File: src/rtl/mips_pipe_pkg.sv
// Shared MIPS pipeline types: ALU op codes, register-specifier constants
// and the packed decode control word carried from ID into EX.
package mips_pipe_pkg;

    localparam int REG_W = 5;
    localparam logic [REG_W-1:0] REG_ZERO = '0;

    localparam logic [2:0] ALU_AND = 3'b000;
    localparam logic [2:0] ALU_OR  = 3'b001;
    localparam logic [2:0] ALU_ADD = 3'b010;
    localparam logic [2:0] ALU_SUB = 3'b110;
    localparam logic [2:0] ALU_SLT = 3'b101;
    localparam logic [2:0] ALU_DEF = 3'b111;

    typedef struct packed {
        logic [2:0] alu_op;
        logic       reg_dst;
        logic       branch_ctrl;
        logic       mem_read;
        logic       mem_to_reg;
        logic       mem_write;
        logic       alu_src;
        logic       reg_write;
        logic       bne;
        logic       bgtz;
    } ctrl_t;

    localparam ctrl_t CTRL_BUBBLE = '0;

endpackage

File: src/rtl/load_use_detect.sv
// Combinational load-use hazard detector.
// In: ex_valid, ex_mem_read, ex_rt, id_valid, id_rs, id_rt. Out: load_use_stall.
module load_use_detect
    import mips_pipe_pkg::*;
(
    input  logic             ex_valid,
    input  logic             ex_mem_read,
    input  logic [REG_W-1:0] ex_rt,
    input  logic             id_valid,
    input  logic [REG_W-1:0] id_rs,
    input  logic [REG_W-1:0] id_rt,
    output logic             load_use_stall
);

    logic rt_hit;

    // A load into $zero produces nothing a consumer could wait on.
    assign rt_hit = (ex_rt != REG_ZERO) &
                    ((ex_rt == id_rs) | (ex_rt == id_rt));

    assign load_use_stall = ex_valid & ex_mem_read & id_valid & rt_hit;

endmodule

File: src/rtl/id_ex_stage.sv
// ID/EX pipeline register with load-use stall, branch flush and hold.
// In: rst/hold/flush, id_* control+data. Out: ex_*, ex_valid, stall, PC/IFID enables.
module id_ex_stage
    import mips_pipe_pkg::*;
#(
    parameter int RF_W = 32
) (
    input  logic             clk,
    input  logic             rst,
    input  logic             hold,
    input  logic             flush,
    input  logic             id_valid,
    input  logic [2:0]       id_alu_op,
    input  logic             id_reg_dst,
    input  logic             id_branch_ctrl,
    input  logic             id_mem_read,
    input  logic             id_mem_to_reg,
    input  logic             id_mem_write,
    input  logic             id_alu_src,
    input  logic             id_reg_write,
    input  logic             id_bne,
    input  logic             id_bgtz,
    input  logic [RF_W-1:0]  id_pc4,
    input  logic [RF_W-1:0]  id_rs_data,
    input  logic [RF_W-1:0]  id_rt_data,
    input  logic [RF_W-1:0]  id_imm,
    input  logic [REG_W-1:0] id_rs,
    input  logic [REG_W-1:0] id_rt,
    input  logic [REG_W-1:0] id_rd,
    output logic             ex_valid,
    output logic [2:0]       ex_alu_op,
    output logic             ex_reg_dst,
    output logic             ex_branch_ctrl,
    output logic             ex_mem_read,
    output logic             ex_mem_to_reg,
    output logic             ex_mem_write,
    output logic             ex_alu_src,
    output logic             ex_reg_write,
    output logic             ex_bne,
    output logic             ex_bgtz,
    output logic [RF_W-1:0]  ex_pc4,
    output logic [RF_W-1:0]  ex_rs_data,
    output logic [RF_W-1:0]  ex_rt_data,
    output logic [RF_W-1:0]  ex_imm,
    output logic [REG_W-1:0] ex_rs,
    output logic [REG_W-1:0] ex_rt,
    output logic [REG_W-1:0] ex_rd,
    output logic             load_use_stall,
    output logic             pc_write_en,
    output logic             ifid_write_en
);

    ctrl_t id_ctrl;
    ctrl_t ex_ctrl;

    always_comb begin
        id_ctrl             = CTRL_BUBBLE;
        id_ctrl.alu_op      = id_alu_op;
        id_ctrl.reg_dst     = id_reg_dst;
        id_ctrl.branch_ctrl = id_branch_ctrl;
        id_ctrl.mem_read    = id_mem_read;
        id_ctrl.mem_to_reg  = id_mem_to_reg;
        id_ctrl.mem_write   = id_mem_write;
        id_ctrl.alu_src     = id_alu_src;
        id_ctrl.reg_write   = id_reg_write;
        id_ctrl.bne         = id_bne;
        id_ctrl.bgtz        = id_bgtz;
    end

    // Uses only registered EX state, so no loop back through id_*.
    load_use_detect u_lud (
        .ex_valid       (ex_valid),
        .ex_mem_read    (ex_ctrl.mem_read),
        .ex_rt          (ex_rt),
        .id_valid       (id_valid),
        .id_rs          (id_rs),
        .id_rt          (id_rt),
        .load_use_stall (load_use_stall)
    );

    assign pc_write_en   = ~(hold | load_use_stall);
    assign ifid_write_en = ~(hold | load_use_stall);

    // Reset and bubble both zero the bank; hold freezes it outright,
    // so a pending stall is only acted on once hold drops.
    always_ff @(posedge clk) begin
        if (rst || (!hold && (flush || load_use_stall))) begin
            ex_valid   <= 1'b0;
            ex_ctrl    <= CTRL_BUBBLE;
            ex_pc4     <= '0;
            ex_rs_data <= '0;
            ex_rt_data <= '0;
            ex_imm     <= '0;
            ex_rs      <= '0;
            ex_rt      <= '0;
            ex_rd      <= '0;
        end else if (!hold) begin
            ex_valid   <= id_valid;
            ex_ctrl    <= id_ctrl;
            ex_pc4     <= id_pc4;
            ex_rs_data <= id_rs_data;
            ex_rt_data <= id_rt_data;
            ex_imm     <= id_imm;
            ex_rs      <= id_rs;
            ex_rt      <= id_rt;
            ex_rd      <= id_rd;
        end
    end

    assign ex_alu_op      = ex_ctrl.alu_op;
    assign ex_reg_dst     = ex_ctrl.reg_dst;
    assign ex_branch_ctrl = ex_ctrl.branch_ctrl;
    assign ex_mem_read    = ex_ctrl.mem_read;
    assign ex_mem_to_reg  = ex_ctrl.mem_to_reg;
    assign ex_mem_write   = ex_ctrl.mem_write;
    assign ex_alu_src     = ex_ctrl.alu_src;
    assign ex_reg_write   = ex_ctrl.reg_write;
    assign ex_bne         = ex_ctrl.bne;
    assign ex_bgtz        = ex_ctrl.bgtz;

endmodule

File: config.mk
export PLATFORM = sky130hd
export DESIGN_NAME = id_ex_stage
export DESIGN_NICKNAME = d
export VERILOG_FILES = /design/src/rtl/mips_pipe_pkg.sv /design/src/rtl/load_use_detect.sv /design/src/rtl/id_ex_stage.sv
export SDC_FILE = /design/constraint.sdc
export NUM_CORES = 1
export LEC_CHECK = 0
export ABC_AREA = 1
export CAP_MARGIN = 15
export CORE_AREA = 2 2 124 126
export DETAILED_ROUTE_END_ITERATION = 8
export DIE_AREA = 0 0 126 128
export GPL_ROUTABILITY_DRIVEN = 0
export PLACE_DENSITY = 0.92
export SLEW_MARGIN = 30
export SYNTH_ARGS = -nofsm -noshare
export SYNTH_HDL_FRONTEND = slang
export SYNTH_SLANG_ARGS = --single-unit
export TNS_END_PERCENT = 20
File: constraint.sdc
create_clock -name clk -period 4.05 [get_ports clk]
set_clock_uncertainty 0.05 [all_clocks]
set_input_delay 1.0125 -clock clk [delete_from_list [all_inputs] [get_ports clk]]
set_output_delay 1.0125 -clock clk [all_outputs]
set_load 0.01 [all_outputs]
==> impl_metrics.yaml <==
clocking:
  cts_buffer_depth: 2
  cts_buffers: 17
  clock_sinks: 156
  cts_setup_buffers: 0
  cts_tree: "built"
  hold_buffers: 0
  root_buffer: "clkbuf_16"
  htreeDepth: 4
  insertion_delay_ps: 410
  cts.clk_slew.worst_paths_ps: 60
  cts_resized: 0
finish:
  fin_util_pct: 64.55
  nFillCells: 1150
  drive_gt1_share_pct: 4.143
  nNetsFinal: 1040
  area_growth_syn_to_layout_pct: 66.15
setup_path:
  rr_worst_depth: 12
  regToRegEndpoint: "ex_alu_src$_SDFFE_PP0N_"
  critPathBufInv: 3
  reg2reg_from: "ex_rt[0]$_SDFFE_PP0N_"
  cp_max_fo: 3
  critical_path_class: "primary input to primary output"
  crit_path_end_kind: "primary output"
  r2r_slack_ps: 1930
  path_cells: "clkdlybuf4s50_1 > nor2_1 > nor2_1 > nor2_1 > nand3_1 > nand2_1 > nand2_1 > inv_1 > nor2_1 > clkdlybuf4s50_1"
  worst_path_most_repeated_cell: "nor2_1"
  required_ps: 2990
  slowest_delay_ps: 580
  slowest_stage: "clkdlybuf4s50_1"
  critPathTopFamily: "buffers and inverters"
  arrival_ps: 2720
  cp-start-kind: "primary input"
sta:
  finalCriticalPeriod_ps: 3779
  period_share_pct: 93.30
  setup-violations-final: 0
  worst_pin_slew_ps: 682.3
  rsz0062_at_grt: "no"
  tns_ps: 0
  hold_viol: 0
  relSlewSlack_pct: 54.51
  fmax_mhz: 264.6
  drv_slew: 0
drt:
  initialDrtViolationCount: 241
  drc: 0
  avgViaCountPerCell: 4.602
  ant_nets: 0
  wl_per_cell_um: 15.01
  wirelength_mm: 16.24
  drtPass1Iterations: 4
  num_vias: 4979
floorplanning:
  ios: 319
  row_count: 45
  fp.dieH_um: 128
  chipWidth_um: 126
  die_area_um2: 16130
  core_area_um2: 14860
  initial_core_util_pct: 38.85
pwr:
  peakVddDrop_mv: 0.2324
  post-layout-total-power_mw: 3.775
  p_leak_nw: 4.105
  p_per_area_nw_per_um2: 393.4
worst_hold_path:
  hold_depth: 2
  hp-class: "flop to flop"
  hold_end: "ex_pc4[20]$_SDFFE_PP0N_"
  hp-start: "ex_pc4[20]$_SDFFE_PP0N_"
grt:
  grt_pass1_vias: 4864
  grt_first_pass_wirelength_mm: 24.38
  antenna_found_initial: 1
  overflow: 0
  grt_max_degree: 139
  grt-busiest-layer: "met2"
  grtUsageMet1_pct: 20.65
  met2_usage_pct: 33.46
  grt_use_total_pct: 19.03
  grtUsageMet3_pct: 6.553
synthesis:
  yosys_warnings: 0
  ys_seq_elements: 156
  ys_seq_area_share_pct: 54.08
  synth.avg_cell_area_um2: 10.04
  synth_area_um2: 5774
  syn_inst: 575
  synthDistinctLibCells: 13
  synth_nets: 735
placement:
  place_hpwl_mm: 11.73
  buffer_ports.inserted: 318
run:
  max_cap_viol_count: 0
run_status:
  outcome: "finished, final reports clean"
how the worst max path moves through the flow:
stage               slack, ps  cells after the start            end     start
floorplan                1050                      5    pc_write_en      hold
global placement          360                     10    pc_write_en  id_rt[0]
detailed placement        280                     10    pc_write_en  id_rt[0]
CTS                       260                     10    pc_write_en  id_rt[0]
global route              160                     10    pc_write_en  id_rt[0]
finish                    270                     10  ifid_write_en  id_rt[0]
worst min-delay path, cell delays in order, from the launching register on:
cell,delay (ps)
dfxtp_1,320
mux2i_1,60
nor2_1,90
through the flow:
step                      hold slack [ps]  area (um2)  setup WS (ps)  cells
after global routing                482.6        9594          156.0   1082
final                               458.2        9594          271.3   1082
after CTS                           461.5        9564          263.9   1080
after detailed placement            446.8        8992          281.7   1048
after floorplan                     494.0        5774           1050    575
after global placement              436.0        8992          358.2   1048
per-layer routing:
| layer | routed length, um | vias up |
|---|---|---|
| met5 | 0 | - |
| met4 | 324 | 0 |
| met3 | 1319 | 25 |
| met2 | 8270 | 207 |
| met1 | 6327 | 2268 |
| li1 | - | 2479 |
power by group:
group	switching [mW]	internal, mW
clock network	0.640	0.883
logic	0.231	0.364
registers	0.0424	1.61
cell type report:
class                           instances  area [um2]  share of cell area, %
Antenna cell                            1       2.502                0.02608
Clock buffer                           20       456.7                  4.760
Clock inverter                         12       115.1                  1.200
Inverter                               19       71.32                 0.7433
Multi-Input combinational cell        364        2316                  24.14
Sequential cell                       156        3123                  32.55
Tap cell                              188       235.2                  2.452
Timing Repair Buffer                  322        3274                  34.13
Yosys cell counts:
cell	instances	area share, %
buf_2	13	1.1
buf_4	2	0.26
buf_6	15	2.9
clkbuf_1	6	0.39
dfxtp_1	156	54
inv_1	19	1.2
mux2i_1	146	25
nand2_1	38	2.5
nand3_1	2	0.17
nand4_1	1	0.11
nor2_1	164	11
o21ai_0	11	0.95
xnor2_1	2	0.30
cell usage in the layout, fill, tap and decap left out, types with 3 or more instances in the layout:
cell type,instances
mux2i_1,146
buf_12,3
nor2_1,164
clkbuf_8,3
inv_1,19
nand2_1,37
clkinvlp_4,6
clkbuf_16,17
dfxtp_1,156
clkdlybuf4s50_1,317
o21ai_0,11
cells by family (layout without fill, tap and decap cells):
family                    count (synthesis)  count (layout)  share of synthesized area (%)
and+or+nand+nor                         205             205                          13.41
DFF                                     156             156                          54.08
muxes                                   146             146                          25.31
buffers and inverters                    55             373                          5.937
AOI/OAI and AO/OA                        11              11                         0.9534
xor gates and xnor gates                  2               2                         0.3034
other                                     0               1                              0
Power figures use the tool's default switching activity.
